--- config.mk ---
export PLATFORM = sky130hd
export DESIGN_NAME = fl_in_port
export DESIGN_NICKNAME = d
export VERILOG_FILES = /design/src/rtl/fl_in_port.sv
export SDC_FILE = /design/constraint.sdc
export NUM_CORES = 2
export LEC_CHECK = 0
export ABC_CLOCK_PERIOD_IN_PS = 8900
export CORE_UTILIZATION = 60
export CTS_CLUSTER_SIZE = 10
export DETAILED_ROUTE_END_ITERATION = 12
export MAX_ROUTING_LAYER = met4
export PLACE_DENSITY = 0.79
export SETUP_SLACK_MARGIN = 0.05
export SLEW_MARGIN = 20
export SYNTH_ARGS = -nofsm -noshare
export SYNTH_HDL_FRONTEND = slang
export SYNTH_SLANG_ARGS = --single-unit
--- constraint.sdc ---
create_clock -name clk -period 8.9 [get_ports clk]
set_input_delay 0.89 -clock clk [delete_from_list [all_inputs] [get_ports clk]]
set_output_delay 0.89 -clock clk [all_outputs]
set_load 0.02 [all_outputs]
--- src/rtl/fl_in_port.sv ---
// Multi-channel buffered input port: per-channel FIFOs feeding the core's addr_in/req_in/io_in read port.
// Optional macro FL_I2F_EN converts signed NBINT integer samples to float words on entry.
module fl_in_port #(
    parameter int unsigned NBMANT = 16,
    parameter int unsigned NBEXPO = 6,
    parameter int unsigned NUIOIN = 8,
    parameter int unsigned FDEPTH = 16,
    parameter int unsigned NBINT  = 24
) (
    input  logic                                        clk,
    input  logic                                        rst,
`ifdef FL_I2F_EN
    input  logic [NUIOIN*NBINT-1:0]                     ch_data,
`else
    input  logic [NUIOIN*(NBMANT+NBEXPO+1)-1:0]         ch_data,
`endif
    input  logic [NUIOIN-1:0]                           ch_valid,
    output logic [NUIOIN-1:0]                           ch_ready,
    input  logic [(NUIOIN > 1 ? $clog2(NUIOIN) : 1)-1:0] addr_in,
    input  logic                                        req_in,
    output logic [NBMANT+NBEXPO:0]                      io_in,
    output logic [NUIOIN-1:0]                           ch_avail,
    output logic [NUIOIN-1:0]                           underrun,
    input  logic [NUIOIN-1:0]                           clr_underrun
);

    localparam int unsigned W  = NBMANT + NBEXPO + 1;
    localparam int unsigned AW = (NUIOIN > 1) ? $clog2(NUIOIN) : 1;
    localparam int unsigned PW = $clog2(FDEPTH);
    localparam int unsigned CW = PW + 1;
`ifdef FL_I2F_EN
    localparam int unsigned IW = NBINT;

    // Signed integer to float: magnitude normalised so mantissa msb is set.
    function automatic logic [W-1:0] i2f(input logic [NBINT-1:0] x);
        logic [NBINT-1:0]        m;
        logic [NBINT+NBMANT-1:0] ext;
        logic [NBEXPO-1:0]       e;
        int                      p;
        m = x[NBINT-1] ? (~x + 1'b1) : x;
        p = 0;
        for (int i = 0; i < int'(NBINT); i++) begin
            if (m[i]) p = i;
        end
        ext = {{NBMANT{1'b0}}, m};
        if (p >= int'(NBMANT) - 1) ext = ext >> (p - int'(NBMANT) + 1);
        else                       ext = ext << (int'(NBMANT) - 1 - p);
        e = NBEXPO'(p - int'(NBMANT) + 1);
        if (m == '0) return {1'b0, 1'b1, {(NBEXPO-1){1'b0}}, {NBMANT{1'b0}}};
        return {x[NBINT-1], e, ext[NBMANT-1:0]};
    endfunction
`else
    localparam int unsigned IW = W;
    logic [31:0] unused_nbint;
    assign unused_nbint = 32'(NBINT);
`endif

    logic           addr_ok_c;
    logic [W-1:0]   head_c [NUIOIN];
    logic [W-1:0]   hold_c [NUIOIN];

    assign addr_ok_c = 32'(addr_in) < NUIOIN;

    for (genvar k = 0; k < int'(NUIOIN); k++) begin : g_ch
        logic [W-1:0]  mem_q [FDEPTH];
        logic [W-1:0]  wr_word_c;
        logic [PW-1:0] wr_q, wr_d, rd_q, rd_d;
        logic [CW-1:0] cnt_q, cnt_d;
        logic [W-1:0]  hold_q, hold_d;
        logic          und_q, und_d;
        logic          sel_c, push_c, pop_c;

`ifdef FL_I2F_EN
        assign wr_word_c = i2f(ch_data[k*IW +: IW]);
`else
        assign wr_word_c = ch_data[k*IW +: IW];
`endif

        // Pop only a non-empty FIFO; a read of an empty one raises the sticky flag.
        always_comb begin
            sel_c  = req_in & addr_ok_c & (addr_in == AW'(k));
            push_c = ch_valid[k] & ch_ready[k];
            pop_c  = sel_c & (cnt_q != '0);
            wr_d   = wr_q;
            rd_d   = rd_q;
            cnt_d  = cnt_q;
            hold_d = hold_q;
            if (push_c) wr_d = wr_q + 1'b1;
            if (pop_c) begin
                rd_d   = rd_q + 1'b1;
                hold_d = mem_q[rd_q];
            end
            case ({push_c, pop_c})
                2'b10:   cnt_d = cnt_q + 1'b1;
                2'b01:   cnt_d = cnt_q - 1'b1;
                default: cnt_d = cnt_q;
            endcase
            und_d = (und_q & ~clr_underrun[k]) | (sel_c & (cnt_q == '0));
        end

        always_ff @(posedge clk) begin
            if (rst) begin
                wr_q   <= '0;
                rd_q   <= '0;
                cnt_q  <= '0;
                hold_q <= '0;
                und_q  <= 1'b0;
            end else begin
                wr_q   <= wr_d;
                rd_q   <= rd_d;
                cnt_q  <= cnt_d;
                hold_q <= hold_d;
                und_q  <= und_d;
            end
        end

        // Storage is not reset; push_c is already blocked while rst is high.
        always_ff @(posedge clk) begin
            if (push_c) mem_q[wr_q] <= wr_word_c;
        end

        assign ch_ready[k] = ~rst & (cnt_q != CW'(FDEPTH));
        assign ch_avail[k] = (cnt_q != '0);
        assign underrun[k] = und_q;
        assign head_c[k]   = mem_q[rd_q];
        assign hold_c[k]   = hold_q;
    end

    // Show-ahead read: head when available, otherwise the last word popped.
    always_comb begin
        io_in = '0;
        if (addr_ok_c) io_in = ch_avail[addr_in] ? head_c[addr_in] : hold_c[addr_in];
    end

endmodule
==> flow_metrics.py <==
metrics = {
    "outcome": {
        "run_status": "finished clean",
    },
    "setup_path": {
        "critPathLaunchType": "input port",
        "cp_data_required_time_ps": 8010,
        "crit_arrival_ps": 6370,
        "worstSetupPathType": "in2out",
        "largest_driver_fanout_on_the_critical_path": 25,
        "worst_setup_path_end_kind": "output port",
    },
    "layout": {
        "fill_cells": 13000,
        "final_layout_size_suffix_gt1_frac": 0.198,
        "area.growth.synth_to_final_pct": 13.1,
        "area_taken_by_flip_flops_and_latches_sq_um": 95000,
        "final_cell_count_no_fill": 10500,
        "final_nets": 7651,
        "layout.cell_area.non_filler_sq_um": 146000,
        "multi_input_comb_area_sq_um": 32500,
    },
    "timing": {
        "finalHoldViolations": 0,
        "timing.final.max_slew_violations": 0,
        "finClkSkew_ps": 83.7,
        "finalCriticalPeriod_ps": 7260,
        "fmaxAchievable_ghz": 0.138,
        "relative_slew_slack": 0.176,
        "final-setup-viol-count": 0,
        "totalNegativeSetupSlack_ps": 0,
        "setup_repair_after_global_routing_missed_its_margin": "false",
        "period_share": 0.816,
        "fin_ws_ps": 1640,
        "worst_pin_slew_ps": 1210,
    },
    "routing": {
        "postRouteAntennaNets": 0,
        "routed-via-count": 69900,
        "first_pass_iters": 8,
        "number_of_violations_reported_at_the_end_of_detailed_routing_iteration_0": 9070,
        "drt-vias-per-instance": 6.68,
        "routed_wl_um": 337000,
        "avgRoutedWirePerCell_um": 32.3,
        "drcViolationCount": 0,
    },
    "placement": {
        "gp_routability_congestion": 0.951,
        "buffer_ports.inserted": 252,
        "placedCellCount": 9829,
        "dp_hpwl_um": 207000,
        "place_area_sq_um": 136000,
        "place_worst_setup_slack_ps": 1680,
    },
    "clocking": {
        "post_cts_resized": 0,
        "clock_latency_at_the_later_pin_of_the_worst_skew_pair_ps": 990,
        "cts_buffer_depth": 4,
        "cts_tree": "built",
        "ctsRootBufferMaster": "clkbuf_16",
        "htree_levels": 5,
        "worst_setup_hold_path_clk_slew_ps": 50,
        "cts_sinks": 3272,
        "buffers_inserted_during_post_cts_setup_optimization": 0,
        "cts_hold_buf": 0,
        "tritoncts.num_buffers": 381,
    },
    "logic_synthesis": {
        "synth_seq_area_share": 0.735,
        "leading_area_contributor_after_synthesis": "edfxtp_1",
        "synthesis.instances": 6953,
        "ys_dominant_reg_cell": "edfxtp_1",
        "synthDominantCellAreaShare": 0.684,
        "post_synth.cell_area_avg_sq_um": 18.6,
        "synth_edf_count": 2944,
        "postSynth.asyncResetShare": 0,
        "synth.top_cells.by_count": "2944 x edfxtp_1, 660 x mux4_2, 369 x nor2_1",
        "synth_nets": 7229,
        "yosys_warn_count": 0,
        "ys_types": 73,
        "netlist_area_sq_um": 129000,
        "cell_types_with_the_largest_area_share_after_synthesis": "edfxtp_1 68%, mux4_2 11%, dfxtp_1 5.1%",
        "most_frequent_cell_after_synthesis": "edfxtp_1",
        "number_of_register_bits_inferred_by_synthesis": 3272,
    },
    "floorplan": {
        "initial_utilization": 0.603,
        "dieArea_sq_um": 217000,
        "core_area_sq_um": 214000,
        "boundaryPins": 253,
        "num_rows": 170,
        "die_width_um": 466,
        "dieHeight_um": 466,
    },
    "global_route": {
        "grt_pass1_wl_um": 483000,
        "number_of_antenna_violations_at_the_first_check_in_global_routing": 40,
        "pin_count_of_the_biggest_net_entering_global_routing": 96,
        "grt_pass1_vias": 69700,
        "grt_usage": 0.320,
        "globalRoute.totalOverflow": 0,
    },
    "power": {
        "ir_worst_vdd_uv": 245,
        "leakage_power_uw": 0.0456,
        "power.total_uw": 31700,
        "power.density_nw_per_um2": 217,
    },
    "hold_path": {
        "hp-class": "in2reg",
    },
    "run": {
        "number_of_maximum_capacitance_violations": 0,
    },
}
==> final cells by class <==
type | count | area share
sequential | 3272 | 0.650
multi-input combinational | 3181 | 0.222
clock buffer | 571 | 0.0712
timing repair buffer | 474 | 0.0287
tap | 2838 | 0.0243
inverter | 65 | 0.00167
clock inverter | 15 | 0.000924
antenna | 39 | 0.000668
==> cells by family (layout without fill, tap and decap cells) <==
kind of cell,Yosys count,in the layout,synth area share
DFF,3272,3272,0.735
other,0,39,0
and+or+nand+nor,1079,1079,0.0384
xor gates and xnor gates,90,90,0.00610
adders and majority gates,70,70,0.00678
AOI/OAI and AO/OA,865,865,0.0455
buffers and inverters,500,1125,0.0182
muxes,1077,1077,0.150
==> metal layers <==
layer / share of wire / GRT usage / wire [um] / up-vias
li1: - / - / - / 29000
met1: 0.36 / 0.404 / 121000 / 36000
met2: 0.48 / 0.491 / 162000 / 4151
met3: 0.096 / 0.0615 / 32400 / 763
met4: 0.065 / 0.182 / 22000 / 0
met5: 0 / - / 0 / -
==> placed cells by master (no fill, tap or decap), types with 14 or more instances in the layout <==
master           instances
a2111oi_0               17
a211oi_1                40
a21oi_1                262
a221oi_1                62
a22o_1                  47
a22oi_1                187
a32oi_1                 19
and2_1                  27
and3_1                  21
buf_4                  221
clkbuf_1               182
clkbuf_16              388
clkdlybuf4s50_1        249
dfxtp_1                310
dfxtp_4                 15
diode_2                 39
edfxtp_1              2944
ha_1                    70
inv_1                   57
mux2_2                  42
mux2i_1                354
mux4_1                  21
mux4_2                 660
nand2_1                353
nand2b_1                59
nand3_1                 39
nand4_1                 23
nor2_1                 296
nor2_2                  74
nor2b_1                 34
nor3_1                  14
nor3_2                  29
o211ai_1                29
o21ai_0                 64
o22ai_1                 37
or3_1                   26
xnor2_1                 28
xor2_1                  62
==> worst max-delay path, stage by stage <==
cell             delay, ps
clkdlybuf4s50_1       1150
clkinv_1               560
buf_4                  390
o211ai_1               130
a21o_1                 360
and3_1                 840
a32oi_1                250
a221oi_1               970
clkdlybuf4s50_1        790
==> worst paths after layout <==
path                                         start                  to  slack (ps)  depth (start not counted)
worst min-delay path                           rst     g_ch[3].wr_q[0]         360                          2
worst min register to register  g_ch[5].hold_q[16]  g_ch[5].hold_q[16]         450                          2
worst max-delay path                    addr_in[2]           io_in[15]        1640                          9
worst max register to register    g_ch[1].cnt_q[1]    g_ch[1].cnt_q[4]        3670                         14
==> sequential cells by signal, summed over array words and instances (netlist names), named ones only <==
name	flops
g_ch.rd_q	32
g_ch.mem_q	2944
g_ch.hold_q	184
g_ch.cnt_q	40
g_ch.und_q	8
g_ch.wr_q	32
==> where the power goes <==
group,leakage (uW),total [uW],internal [uW],switching (uW)
sequential,0.0292,16900,16900,63.5
combinational,0.0113,1140,368,770
clock,0.00507,13600,7940,5700
total,0.0456,31700,25200,6530
==> stage by stage <==
step	hold WS [ps]	utilization
3_3_place_gp	438	0.632
2_1_floorplan	429	-
3_5_place_dp	445	0.632
5_1_grt	388	0.682
6_report	355	0.682
4_1_cts	345	0.681
No activity file was read; power rests on OpenSTA's default activity.
